`src/rtl/blink_pkg.sv`:
```
// Shared definitions for the blink controller and its per-channel datapath.
// Holds the mode encoding, the control FSM state type and the packed
// channel-configuration payload carried from the shadow register to a channel.
// Optional feature macro: BLINK_CONTROLLER_INVERT_EN (per-channel output invert).
package blink_pkg;

    localparam int unsigned CH_CNT_W   = 16;
    localparam int unsigned CH_BURST_W = 4;
    localparam int unsigned MODE_W     = 2;
    localparam int unsigned RATE_W     = 4;

    localparam logic [MODE_W-1:0] MODE_OFF   = MODE_W'(0);
    localparam logic [MODE_W-1:0] MODE_ON    = MODE_W'(1);
    localparam logic [MODE_W-1:0] MODE_BLINK = MODE_W'(2);
    localparam logic [MODE_W-1:0] MODE_BURST = MODE_W'(3);

    typedef enum logic [1:0] {
        IDLE   = 2'd0,
        PEND   = 2'd1,
        COMMIT = 2'd2
    } ctrl_state_t;

    typedef struct packed {
        logic [MODE_W-1:0]     mode;
        logic [RATE_W-1:0]     rate;
        logic [CH_CNT_W-1:0]   offset;
        logic [CH_BURST_W-1:0] burst;
    } ch_cfg_t;

endpackage

```
`src/rtl/blink_channel.sv`:
```
// One blink channel: configuration registers, phase-offset add, rate bit
// select, rising-edge detector with burst counter, and the registered output.
// Ports:
//   clk, rst      clock, synchronous active-high reset
//   count         shared free-running count
//   wr            load cfg this cycle (commit strobe for this channel)
//   cfg           configuration payload
//   invert        output invert, loaded with cfg (BLINK_CONTROLLER_INVERT_EN only)
//   blink         registered blink level
//   burst_done    sticky burst-finished flag
module blink_channel
    import blink_pkg::*;
#(
    parameter int unsigned CNT_W   = CH_CNT_W,
    parameter int unsigned BURST_W = CH_BURST_W
) (
    input  logic             clk,
    input  logic             rst,
    input  logic [CNT_W-1:0] count,
    input  logic             wr,
    input  ch_cfg_t          cfg,
`ifdef BLINK_CONTROLLER_INVERT_EN
    input  logic             invert,
`endif
    output logic             blink,
    output logic             burst_done
);
    localparam int unsigned IDX_W = $clog2(CNT_W);

    ch_cfg_t            cfg_q;
    logic [BURST_W-1:0] burst_cnt;
    logic               lvl_prev;
    logic               hold;
    logic               blink_q;
    logic               done_q;
    logic               inv;

    logic [CNT_W-1:0]   sh;
    logic [IDX_W-1:0]   idx;
    logic               lvl;
    logic               rise;
    logic               gate;
    logic               level;

    assign blink      = blink_q;
    assign burst_done = done_q;

    // Level generation; gate keeps a whole high period once its rising edge was allowed.
    always_comb begin
        sh    = count + cfg_q.offset;
        idx   = IDX_W'(CNT_W - 1);
        lvl   = 1'b0;
        rise  = 1'b0;
        gate  = 1'b0;
        level = 1'b0;
        if (32'(cfg_q.rate) <= CNT_W - 1) begin
            idx = IDX_W'(cfg_q.rate);
        end
        lvl  = sh[idx];
        rise = lvl & ~lvl_prev;
        if (rise) begin
            gate = (burst_cnt < cfg_q.burst);
        end else if (lvl) begin
            gate = hold;
        end
        case (cfg_q.mode)
            MODE_ON:    level = 1'b1;
            MODE_BLINK: level = lvl;
            MODE_BURST: level = lvl & gate;
            default:    level = 1'b0;
        endcase
    end

`ifdef BLINK_CONTROLLER_INVERT_EN
    // Invert register, loaded together with the rest of the configuration.
    always_ff @(posedge clk) begin
        if (rst) begin
            inv <= 1'b0;
        end else if (wr) begin
            inv <= invert;
        end
    end
`else
    assign inv = 1'b0;
`endif

    // Config load, burst tracking and output register; a commit beats any burst edge.
    // lvl_prev is forced high on commit so a level already high is not counted as a period.
    always_ff @(posedge clk) begin
        if (rst) begin
            cfg_q     <= '0;
            burst_cnt <= '0;
            lvl_prev  <= 1'b0;
            hold      <= 1'b0;
            done_q    <= 1'b0;
            blink_q   <= 1'b0;
        end else begin
            blink_q <= level ^ inv;
            if (wr) begin
                cfg_q     <= cfg;
                burst_cnt <= '0;
                hold      <= 1'b0;
                lvl_prev  <= 1'b1;
                done_q    <= (cfg.mode == MODE_BURST) && (cfg.burst == '0);
            end else begin
                lvl_prev <= lvl;
                hold     <= gate;
                if (cfg_q.mode == MODE_BURST) begin
                    if (rise && gate) begin
                        burst_cnt <= burst_cnt + BURST_W'(1);
                    end
                    if (!lvl && (burst_cnt == cfg_q.burst)) begin
                        done_q <= 1'b1;
                    end
                end
            end
        end
    end

endmodule

```
`src/rtl/blink_controller.sv`:
```
// Blink controller top: shared free-running count, configuration handshake
// FSM with shadow register, and NUM_CH blink_channel instances.
// Configuration is committed only on a count boundary (or immediately when
// the count is frozen) so channel outputs never change mid-period.
// Ports:
//   clk, rst             clock, synchronous active-high reset
//   enable               count advances while high
//   cfg_valid/cfg_ready  configuration handshake
//   cfg_ch, cfg_mode, cfg_rate, cfg_offset, cfg_burst  configuration payload
//   cfg_invert           per-channel output invert (BLINK_CONTROLLER_INVERT_EN only)
//   count_out            shared count
//   blink_out            per-channel registered blink level
//   burst_done           per-channel sticky burst-finished flag
module blink_controller
    import blink_pkg::*;
#(
    parameter int unsigned NUM_CH     = 4,
    parameter int unsigned CNT_W      = CH_CNT_W,
    parameter int unsigned COMMIT_BIT = 8,
    parameter int unsigned BURST_W    = CH_BURST_W
) (
    input  logic                      clk,
    input  logic                      rst,
    input  logic                      enable,
    input  logic                      cfg_valid,
    output logic                      cfg_ready,
    input  logic [$clog2(NUM_CH)-1:0] cfg_ch,
    input  logic [MODE_W-1:0]         cfg_mode,
    input  logic [RATE_W-1:0]         cfg_rate,
    input  logic [CNT_W-1:0]          cfg_offset,
    input  logic [BURST_W-1:0]        cfg_burst,
`ifdef BLINK_CONTROLLER_INVERT_EN
    input  logic                      cfg_invert,
`endif
    output logic [CNT_W-1:0]          count_out,
    output logic [NUM_CH-1:0]         blink_out,
    output logic [NUM_CH-1:0]         burst_done
);
    localparam int unsigned CH_W = $clog2(NUM_CH);

    ctrl_state_t     state;
    ctrl_state_t     state_next;
    logic            ready;
    logic [CNT_W-1:0] count;
    ch_cfg_t         shadow;
    logic [CH_W-1:0] shadow_ch;
    logic            shadow_inv;
    logic            accept;
    logic            commit;

    assign count_out = count;
    assign cfg_ready = ready;

    // Shared free-running count.
    always_ff @(posedge clk) begin
        if (rst) begin
            count <= '0;
        end else if (enable) begin
            count <= count + CNT_W'(1);
        end
    end

    // Control FSM state register; ready mirrors the next state being IDLE.
    always_ff @(posedge clk) begin
        if (rst) begin
            state <= IDLE;
            ready <= 1'b1;
        end else begin
            state <= state_next;
            ready <= (state_next == IDLE);
        end
    end

    // Next-state logic; PEND waits for a boundary unless the count is frozen.
    always_comb begin
        state_next = state;
        accept     = 1'b0;
        commit     = 1'b0;
        case (state)
            IDLE: begin
                if (cfg_valid) begin
                    accept     = 1'b1;
                    state_next = PEND;
                end
            end
            PEND: begin
                if ((count[COMMIT_BIT-1:0] == '0) || !enable) begin
                    state_next = COMMIT;
                end
            end
            COMMIT: begin
                commit     = 1'b1;
                state_next = IDLE;
            end
            default: state_next = IDLE;
        endcase
    end

    // Shadow register captures the request on acceptance.
    always_ff @(posedge clk) begin
        if (rst) begin
            shadow     <= '0;
            shadow_ch  <= '0;
            shadow_inv <= 1'b0;
        end else if (accept) begin
            shadow.mode   <= cfg_mode;
            shadow.rate   <= cfg_rate;
            shadow.offset <= cfg_offset;
            shadow.burst  <= cfg_burst;
            shadow_ch     <= cfg_ch;
`ifdef BLINK_CONTROLLER_INVERT_EN
            shadow_inv    <= cfg_invert;
`endif
        end
    end

    // Channel bank; an out-of-range shadow_ch matches no channel and writes nothing.
    for (genvar i = 0; i < NUM_CH; i++) begin : g_ch
        logic wr;
        assign wr = commit && (shadow_ch == CH_W'(i));

        blink_channel #(
            .CNT_W   (CNT_W),
            .BURST_W (BURST_W)
        ) u_ch (
            .clk        (clk),
            .rst        (rst),
            .count      (count),
            .wr         (wr),
            .cfg        (shadow),
`ifdef BLINK_CONTROLLER_INVERT_EN
            .invert     (shadow_inv),
`endif
            .blink      (blink_out[i]),
            .burst_done (burst_done[i])
        );
    end

`ifndef BLINK_CONTROLLER_INVERT_EN
    logic unused_inv;
    assign unused_inv = shadow_inv;
`endif

endmodule
```
`config.mk`:
```
export PLATFORM = sky130hd
export DESIGN_NAME = blink_controller
export DESIGN_NICKNAME = d
export VERILOG_FILES = /design/src/rtl/blink_pkg.sv /design/src/rtl/blink_channel.sv /design/src/rtl/blink_controller.sv
export SDC_FILE = /design/constraint.sdc
export NUM_CORES = 1
export LEC_CHECK = 0
export CAP_MARGIN = 40
export CORE_ASPECT_RATIO = 1.25
export CORE_MARGIN = 2
export CORE_UTILIZATION = 50
export CTS_BUF_LIST = sky130_fd_sc_hd__clkbuf_16
export DETAILED_ROUTE_END_ITERATION = 7
export GPL_ROUTABILITY_DRIVEN = 1
export HOLD_SLACK_MARGIN = 0.05
export PLACE_DENSITY = 0.71
export SKIP_LAST_GASP = 1
export SLEW_MARGIN = 20
export SYNTH_ARGS = -nofsm -noshare
export SYNTH_HDL_FRONTEND = slang
export SYNTH_HIERARCHICAL = 1
export SYNTH_SLANG_ARGS = --single-unit
```
`constraint.sdc`:
```
create_clock -name clk -period 3.3 [get_ports clk]
set_input_delay 0.66 -clock clk [delete_from_list [all_inputs] [get_ports clk]]
set_output_delay 0.66 -clock clk [all_outputs]
set_load 0.01 [all_outputs]
```
==> impl_metrics.csv, run 1 <==
group,metric,value,unit
min_path,holdPathStages,2,
timing,min_period,3.180,ns
finish,fin_area,0.01337,mm²
min_path,hold_class,"reg2reg",
finish,register_area,0.003665,mm²
yosys,ys.flop_type,"dfxtp_1",
timing,setup_viol,0,
floorplan,die_area,0.02490,mm²
placement,dp_slack,0.08103,ns
yosys,ys_seq_area_share,30.99,%
yosys,yosys_warnings,6,
global_route,first_global_vias,9934,
floorplan,io_pins,57,
run_status,status,"complete, no violations",
route,wirelength,33030,µm
yosys,synth_nets,1521,
cts,cts_buffers,17,
floorplan,die_y,175.9,µm
pwr,ir_worst_vdd,0.3431,mV
yosys,synth_cell_types,87,
global_route,grt_antenna_before_repair,0,
pwr,intPower,3.475,mW
timing,finalHoldViolCount,0,
global_route,grt_overflow_total,0,
placement,routabilityCongestion,0.9365,
cts,clockRootBuffer,"clkbuf_16",
pwr,p_comb_share,6.9,%
yosys,synth-async-reset-ratio,0,%
timing,worst_pin_slew,0.8610,ns
placement,io_buffers,56,
global_route,grt_max_degree,50,
timing,finalMaxSlewViolations,0,
worst_setup_path,arrival,3.55,ns
route,wire_per_inst,18.89,µm
floorplan,fp.coreArea,0.02312,mm²
cts,ctsLongestPathBuffers,2,
global_route,grt_first_pass_wirelength,52150,µm
route,drc_errors,0,
pwr,p_clk_share,42.3,%
yosys,synthCells,1403,
pwr,p_leak,4.862,nW
route,final_antenna_net_count,0,
worst_setup_path,end_kind,"flip-flop",
cts,holdBufCountCts,0,
yosys,synth-seq-cells,183,
yosys,netlist_area,0.01182,mm²
worst_setup_path,r2r_cells,13,
timing,min_period_over_period,96.36,%
route,vias_per_cell,6.019,
placement,place_hpwl,23900,µm
floorplan,rows,62,
floorplan,die_w,141.5,µm
flow_run,max_cap_violations,0,
worst_setup_path,required,3.67,ns
cts,cts_tree,"yes",
placement,place_area,0.01272,mm²
global_route,grt_util_all_layers,26.54,%
finish,diodes,0,
pwr,pwr-share-seq,50.8,%
route,num_vias,10520,
worst_setup_path,crit_path_max_fanout,4,
pwr,p_sw_share,24.36,%
floorplan,initial_utilization,51.14,%
yosys,postSynthAreaPerCell,8.426,µm²
cts,clock_latency,0.43,ns
timing,clock_skew,0.008018,ns
worst_setup_path,startpoint_type,"flip-flop",
finish,nNetsFinal,1565,
pwr,p_sw,1.119,mW
finish,drive_gt1_share,9.863,%
timing,maxSlewHeadroom,41.85,%
timing,setup_slack,0.1202,ns
yosys,synth_enable_flop_cells,0,
route,drt_iter0_drc,654,
route,first_pass_iters,5,
cts,cts.sinks,183,
finish,fillers,2099,
cts,cts.clk_slew.worst_paths,0.07,ns
cts,h-tree-depth,4,
pwr,finalPower,4.595,mW
finish,multi_input_area,0.007700,mm²
worst_setup_path,worstSetupPathType,"reg2reg",
timing,max_freq,0.3145,GHz
pwr,powerDensity,343.6,mW/mm²
finish,area_growth,13.11,%
what timing repair did:
action / CTS / global route
gates resized for setup: 0 / 18
setup buffers: 0 / 4
setup endpoints to repair: 0 / 23
power groups by stage:
stage	clock, mW	sequential (mW)	combinational (mW)
after floorplan	0	2.34	0.188
after detailed placement	0	2.38	0.311
after global routing	2.08	2.34	0.345
after CTS	1.98	2.33	0.313
final	1.94	2.34	0.315
after global placement	0	2.38	0.308
flip-flops by register name, indices dropped and copies added (netlist names):
| signal | flops |
|---|---|
| shadow | 26 |
| shadow_ch | 2 |
| g_ch.u_ch/lvl_prev | 4 |
| g_ch.u_ch/blink | 4 |
| g_ch.u_ch/burst_done | 4 |
| g_ch.u_ch/hold | 4 |
| g_ch.u_ch/cfg_q | 88 |
| cfg_ready | 1 |
| g_ch.u_ch/burst_cnt | 16 |
| state | 2 |
| g_ch.u_ch/idx | 16 |
| count_out | 16 |
final timing paths:
path / endpoint / slack [ns] / start
max: g_ch[0].u_ch/burst_cnt[3] / 0.12 / count_out[0]
min: g_ch[3].u_ch/cfg_q[2] / 0.49 / g_ch[3].u_ch/cfg_q[2]
max reg2reg: g_ch[0].u_ch/burst_cnt[3] / 0.12 / count_out[0]
min reg2reg: g_ch[3].u_ch/cfg_q[2] / 0.49 / g_ch[3].u_ch/cfg_q[2]
critical path, cell delays in order, from the launching register on:
cell and delay, ns:
dfxtp_2 0.32, ha_2 0.19, inv_2 0.06, fa_2 0.19
nor2b_1 0.06, o31ai_2 0.33, a21boi_1 0.14, buf_4 0.17
o21ai_2 0.14, o41ai_2 0.08, or4_4 0.55, a211o_1 0.34
or4_4 0.43, a21oi_2 0.12
logic make-up (layout without fill, tap and decap cells):
kind of cell	Yosys count	count (layout)	share of synthesized area, %
AO/OA/AOI/OAI	312	312	18.55
XOR/XNOR	34	34	2.519
adder cells (fa/ha/maj)	86	86	9.356
buffers and inverters	130	187	4.752
flip-flops	183	183	30.99
multiplexers	137	137	12.12
AND/OR/NAND/NOR	521	521	21.71
layout make-up:
| cell class | instances | area share [%] |
|---|---|---|
| Timing Repair Buffer | 94 | 6.494 |
| Sequential cell | 183 | 27.41 |
| Multi-Input combinational cell | 1090 | 57.58 |
| Tap cell | 288 | 2.695 |
| Clock inverter | 15 | 0.9264 |
| Clock buffer | 17 | 3.181 |
| Inverter | 61 | 1.712 |
per-stage QoR:
stage | util [%] | setup TNS [ns] | instances | hold WS, ns
finish | 57.84 | 0 | 1748 | 0.4895
global route | 57.84 | -0.02749 | 1748 | 0.5144
CTS | 57.42 | 0 | 1744 | 0.4966
detailed placement | 55.04 | 0 | 1712 | 0.4798
global placement | 54.96 | 0 | 1711 | 0.4742
floorplan | - | 0 | 1403 | 0.4532
Yosys cell counts, types with 11 or more instances:
cell type	instances	share of area, %
a21oi_1	101	4.3
buf_1	11	0.35
buf_2	11	0.47
clkbuf_1	40	1.3
dfxtp_1	183	31
ha_1	82	8.7
inv_1	61	1.9
mux2i_1	124	10
nand2_1	145	4.6
nand2b_1	13	0.69
nand3_1	20	0.85
nand4_1	23	1.2
nor2_1	177	5.6
nor2b_1	18	0.95
nor3_1	36	1.5
o211ai_1	19	1.2
o21a_1	13	0.83
o21ai_0	48	2.0
or3_1	12	0.64
xnor2_1	28	2.1
cells in the final DEF, fill, tap and decap left out, drive strengths merged, types with 13 or more instances in the layout:
master / synthesis / routed
a211oi: 17 / 17
a21oi: 107 / 107
a31oi: 13 / 13
buf: 26 / 39
clkbuf: 43 / 17
clkdlybuf4s50: 0 / 55
dfxtp: 183 / 183
ha: 82 / 82
inv: 61 / 66
mux2i: 124 / 124
nand2: 145 / 145
nand2b: 13 / 13
nand3: 20 / 20
nand4: 25 / 25
nor2: 177 / 177
nor2b: 18 / 18
nor3: 37 / 37
o211ai: 22 / 22
o21a: 14 / 14
o21ai: 55 / 55
or3: 13 / 13
xnor2: 28 / 28
routing by layer:
layer / vias to the layer above / global-route usage [%] / wire, µm
li1: 5149 / - / -
met1: 5010 / 32.68 / 14170
met2: 281 / 45.08 / 15730
met3: 81 / 3.626 / 1521
met4: 0 / 13.79 / 1600
met5: - / 0 / 0
Note: power is estimated with default switching activity, not from simulation.
==> inputs of run 2 (changes only) <==
--- a/config.mk
+++ b/config.mk
@@ -5,15 +5,17 @@
 export SDC_FILE = /design/constraint.sdc
 export NUM_CORES = 1
 export LEC_CHECK = 0
+export ABC_AREA = 1
 export CAP_MARGIN = 40
 export CORE_ASPECT_RATIO = 1.25
 export CORE_MARGIN = 2
 export CORE_UTILIZATION = 50
 export CTS_BUF_LIST = sky130_fd_sc_hd__clkbuf_16
 export DETAILED_ROUTE_END_ITERATION = 7
-export GPL_ROUTABILITY_DRIVEN = 1
+export DONT_BUFFER_PORTS = 1
+export GPL_ROUTABILITY_DRIVEN = 0
 export HOLD_SLACK_MARGIN = 0.05
-export PLACE_DENSITY = 0.71
+export PLACE_DENSITY = 0.68
 export SKIP_LAST_GASP = 1
 export SLEW_MARGIN = 20
 export SYNTH_ARGS = -nofsm -noshare
==> run 2 against run 1 <==
  * Total power increased by 8.2%
  * Via count increased by 12%
  * Cell area decreased by 2.5%
  * Wire length increased by 7.7%
  * Global-route usage increased by 1.9 points
  * Setup slack improved by 0.33 ns
  * Sequential cell count unchanged
  * Clock skew increased by 0.0015 ns
  * Sequential power increased by 3%
  * Non-clock buffer count decreased by 65
  * Cell count increased by 25%
  * Utilization decreased by 2.5 points
==> impl_metrics.csv, run 2 <==
group,metric,value,unit
yosys,yosys-top-cells-count,"nand2_1 (398), nor2_1 (300), inv_1 (291)",
yosys,synth_top_cells_by_area,"dfxtp_1 (31%), nand2_1 (13%), nor2_1 (9.4%), inv_1 (9.1%), ha_1 (8.6%)",
yosys,synth.most_common_cell,"nand2_1",
worst_setup_path,slowest_stage,"dfxtp_1",
worst_setup_path,startpoint_type,"flip-flop",
yosys,synth-seq-cells,183,
finish,final_common_cell,"nand2_1",
cts,cts_buffers,17,
route,vias_per_cell,5.399,
route,first_pass_iters,5,
run_status,status,"complete, no violations",
flow_run,max_cap_violations,0,
yosys,synth_enable_flop_cells,0,
route,drc_errors,0,
floorplan,die_area,0.02516,mm²
cts,holdBufCountCts,0,
timing,fin_tns_setup,0,ns
pwr,p_sw,1.309,mW
cts,cts_tree,"yes",
cts,ctsLongestPathBuffers,2,
finish,nNetsFinal,1990,
yosys,synth-xor-area-share,1.905,%
floorplan,rows,63,
yosys,synth-async-reset-ratio,0,%
cts,h-tree-depth,4,
pwr,p_clk_share,43.8,%
global_route,grt_first_pass_wirelength,55480,µm
floorplan,io_pins,57,
global_route,first_global_vias,10950,
pwr,pwr-share-seq,48.6,%
pwr,p_sw_share,26.32,%
min_path,hold_class,"in2reg",
yosys,yosys_warnings,6,
yosys,synth_top_area_share,30.65,%
timing,finalHoldViolCount,0,
global_route,grt_overflow_total,0,
cts,cts.sinks,183,
placement,place_hpwl,26140,µm
route,drt_iter0_drc,769,
global_route,grt_util_all_layers,28.48,%
finish,area_growth,9.119,%
finish,reg_top3,"g_ch.u_ch/cfg_q (88), shadow (26)",
floorplan,die_w,142.3,µm
global_route,grt_util_met1,34.44,%
global_route,use_met2,48.53,%
yosys,netlist_area,0.01195,mm²
floorplan,initial_utilization,50.71,%
timing,maxSlewHeadroom,45.63,%
route,wire_per_inst,16.32,µm
yosys,synth_nets,1983,
cts,cts.clk_slew.worst_paths,0.07,ns
finish,regMostFlops,"g_ch.u_ch/cfg_q",
timing,min_period_over_period,86.34,%
finish,mostFrequentLayoutCells,"nand2_1 (398), nor2_1 (300), inv_1 (294), dfxtp_1 (183), o21ai_0 (154)",
cts,clock_latency,0.44,ns
pwr,intPower,3.664,mW
yosys,synthCells,1865,
worst_setup_path,critical_path.max_stage_delay,0.55,ns
route,final_antenna_net_count,0,
yosys,synth_cell_types,33,
yosys,synth_compound_area_share,12.01,%
worst_setup_path,cp.buffers_inverters,3,
worst_setup_path,cp_top_family,"simple AND/OR/NAND/NOR gates",
yosys,yosys.area.top_type,"dfxtp_1",
finish,largest_reg_flops,88,
yosys,ys_seq_area_share,30.65,%
pwr,ir_worst_vdd,0.3670,mV
worst_setup_path,arrival,3.18,ns
route,wirelength,35570,µm
floorplan,die_y,176.9,µm
worst_setup_path,worstSetupPathType,"reg2reg",
cts,cts_setup_buffers,0,
worst_setup_path,end_kind,"flip-flop",
cts,post_cts_resized,0,
worst_setup_path,required,3.63,ns
timing,max_freq,0.3510,GHz
pwr,p_comb_share,7.6,%
yosys,postSynthAreaPerCell,6.408,µm²
placement,io_buffers,0,
timing,setup_viol,0,
timing,clock_skew,0.009527,ns
timing,finalMaxSlewViolations,0,
global_route,grt_max_degree,29,
route,num_vias,11770,
yosys,synth_top_family_by_area,"simple AND/OR/NAND/NOR gates",
timing,rsz0062_at_grt,"no",
worst_setup_path,crit_top_cell,"nand2_1",
worst_setup_path,path_cells,"ha_1 > inv_1 > fa_1 > inv_1 > nand3_1 > nand3_1 > nand2_1 > nand2_1 > nand2_1 > nand3_1 > nand2_1 > inv_1 > nand2_1 > nand3_1 > nand3_2 > nand2_4 > nand3_2 > nand2_1 > a21oi_1",
yosys,ys.flop_type,"dfxtp_1",
pwr,powerDensity,381.3,mW/mm²
timing,worst_pin_slew,0.8146,ns
worst_setup_path,crit_path_max_fanout,8,
finish,drive_gt1_share,7.215,%
yosys,synth_mux_area_share,0,%
global_route,grt_antenna_before_repair,0,
yosys,synthAdderAreaFrac,9.255,%
cts,clockRootBuffer,"clkbuf_16",
floorplan,fp.coreArea,0.02357,mm²
yosys,synth-simple-area-share,35.69,%
pwr,p_leak,6.565,nW
global_route,top_usage_layer,"met2",
global_route,gr-usage-met3,4.031,%
timing,fin_hold_ws,0.2875,ns
timing,min_period,2.849,ns
-- run 2: final timing paths --
kind / from / end / slack (ns) / cells after the start
worst max-delay path: count_out[0] / g_ch[3].u_ch/burst_cnt[2] / 0.45 / 19
worst min-delay path: rst / count_out[6] / 0.29 / 1
worst min register to register: g_ch[0].u_ch/cfg_q[2] / g_ch[0].u_ch/cfg_q[2] / 0.46 / 2
worst max register to register: count_out[0] / g_ch[3].u_ch/burst_cnt[2] / 0.45 / 19
-- run 2: layout make-up --
class | count | area, µm²
antenna | 2 | 5.005
clock buffer | 17 | 425.4
clock inverter | 15 | 183.9
fill | 2350 | 10530
inverter | 292 | 1096
multi-input combinational | 1349 | 7054
sequential | 183 | 3664
tap | 292 | 365.4
timing repair buffer | 29 | 247.7
-- run 2: per-layer routing --
layer	routed length, µm	vias to the layer above
li1	-	5953
met1	15080	5388
met2	16790	336
met3	1854	88
met4	1853	0
met5	0	-
-- run 2: cells by family after synthesis --
logic type,after synthesis
buffers and inverters,333
flip-flops,183
XOR/XNOR,26
adder cells (fa/ha/maj),86
AND/OR/NAND/NOR,959
AO/OA/AOI/OAI,278
-- run 2: worst reg2reg max path, cell delays in order (launching register included) --
cell     delay [ns]
dfxtp_1        0.55
ha_1           0.28
inv_1          0.07
fa_1           0.35
inv_1          0.15
nand3_1        0.10
nand3_1        0.15
nand2_1        0.09
nand2_1        0.07
nand2_1        0.05
nand3_1        0.07
nand2_1        0.06
inv_1          0.05
nand2_1        0.05
nand3_1        0.09
nand3_2        0.16
nand2_4        0.15
nand3_2        0.10
nand2_1        0.10
a21oi_1        0.06
-- run 2: through the flow --
| stage | std cells | power, mW | worst slack, ns | utilization [%] | area, µm² |
|---|---|---|---|---|---|
| 4_1_cts | 2176 | 4.979 | 0.4959 | 55.25 | 13020 |
| 3_5_place_dp | 2144 | 2.833 | 0.5055 | 52.66 | 12410 |
| 5_1_grt | 2177 | 5.126 | 0.2035 | 55.31 | 13040 |
| 2_1_floorplan | 1865 | 2.664 | 0.9261 | - | 11950 |
| 3_3_place_gp | 2141 | 2.822 | 0.6089 | 52.47 | 12370 |
| 6_report | 2179 | 4.973 | 0.4509 | 55.33 | 13040 |
-- run 2: power groups by stage --
stage                     Combinational, mW  Clock [mW]  Sequential (mW)
final                                 0.377        2.18             2.42
after global routing                  0.430        2.28             2.42
after CTS                             0.375        2.19             2.41
after detailed placement              0.372           0             2.46
after global placement                0.361           0             2.46
after floorplan                       0.282           0             2.38
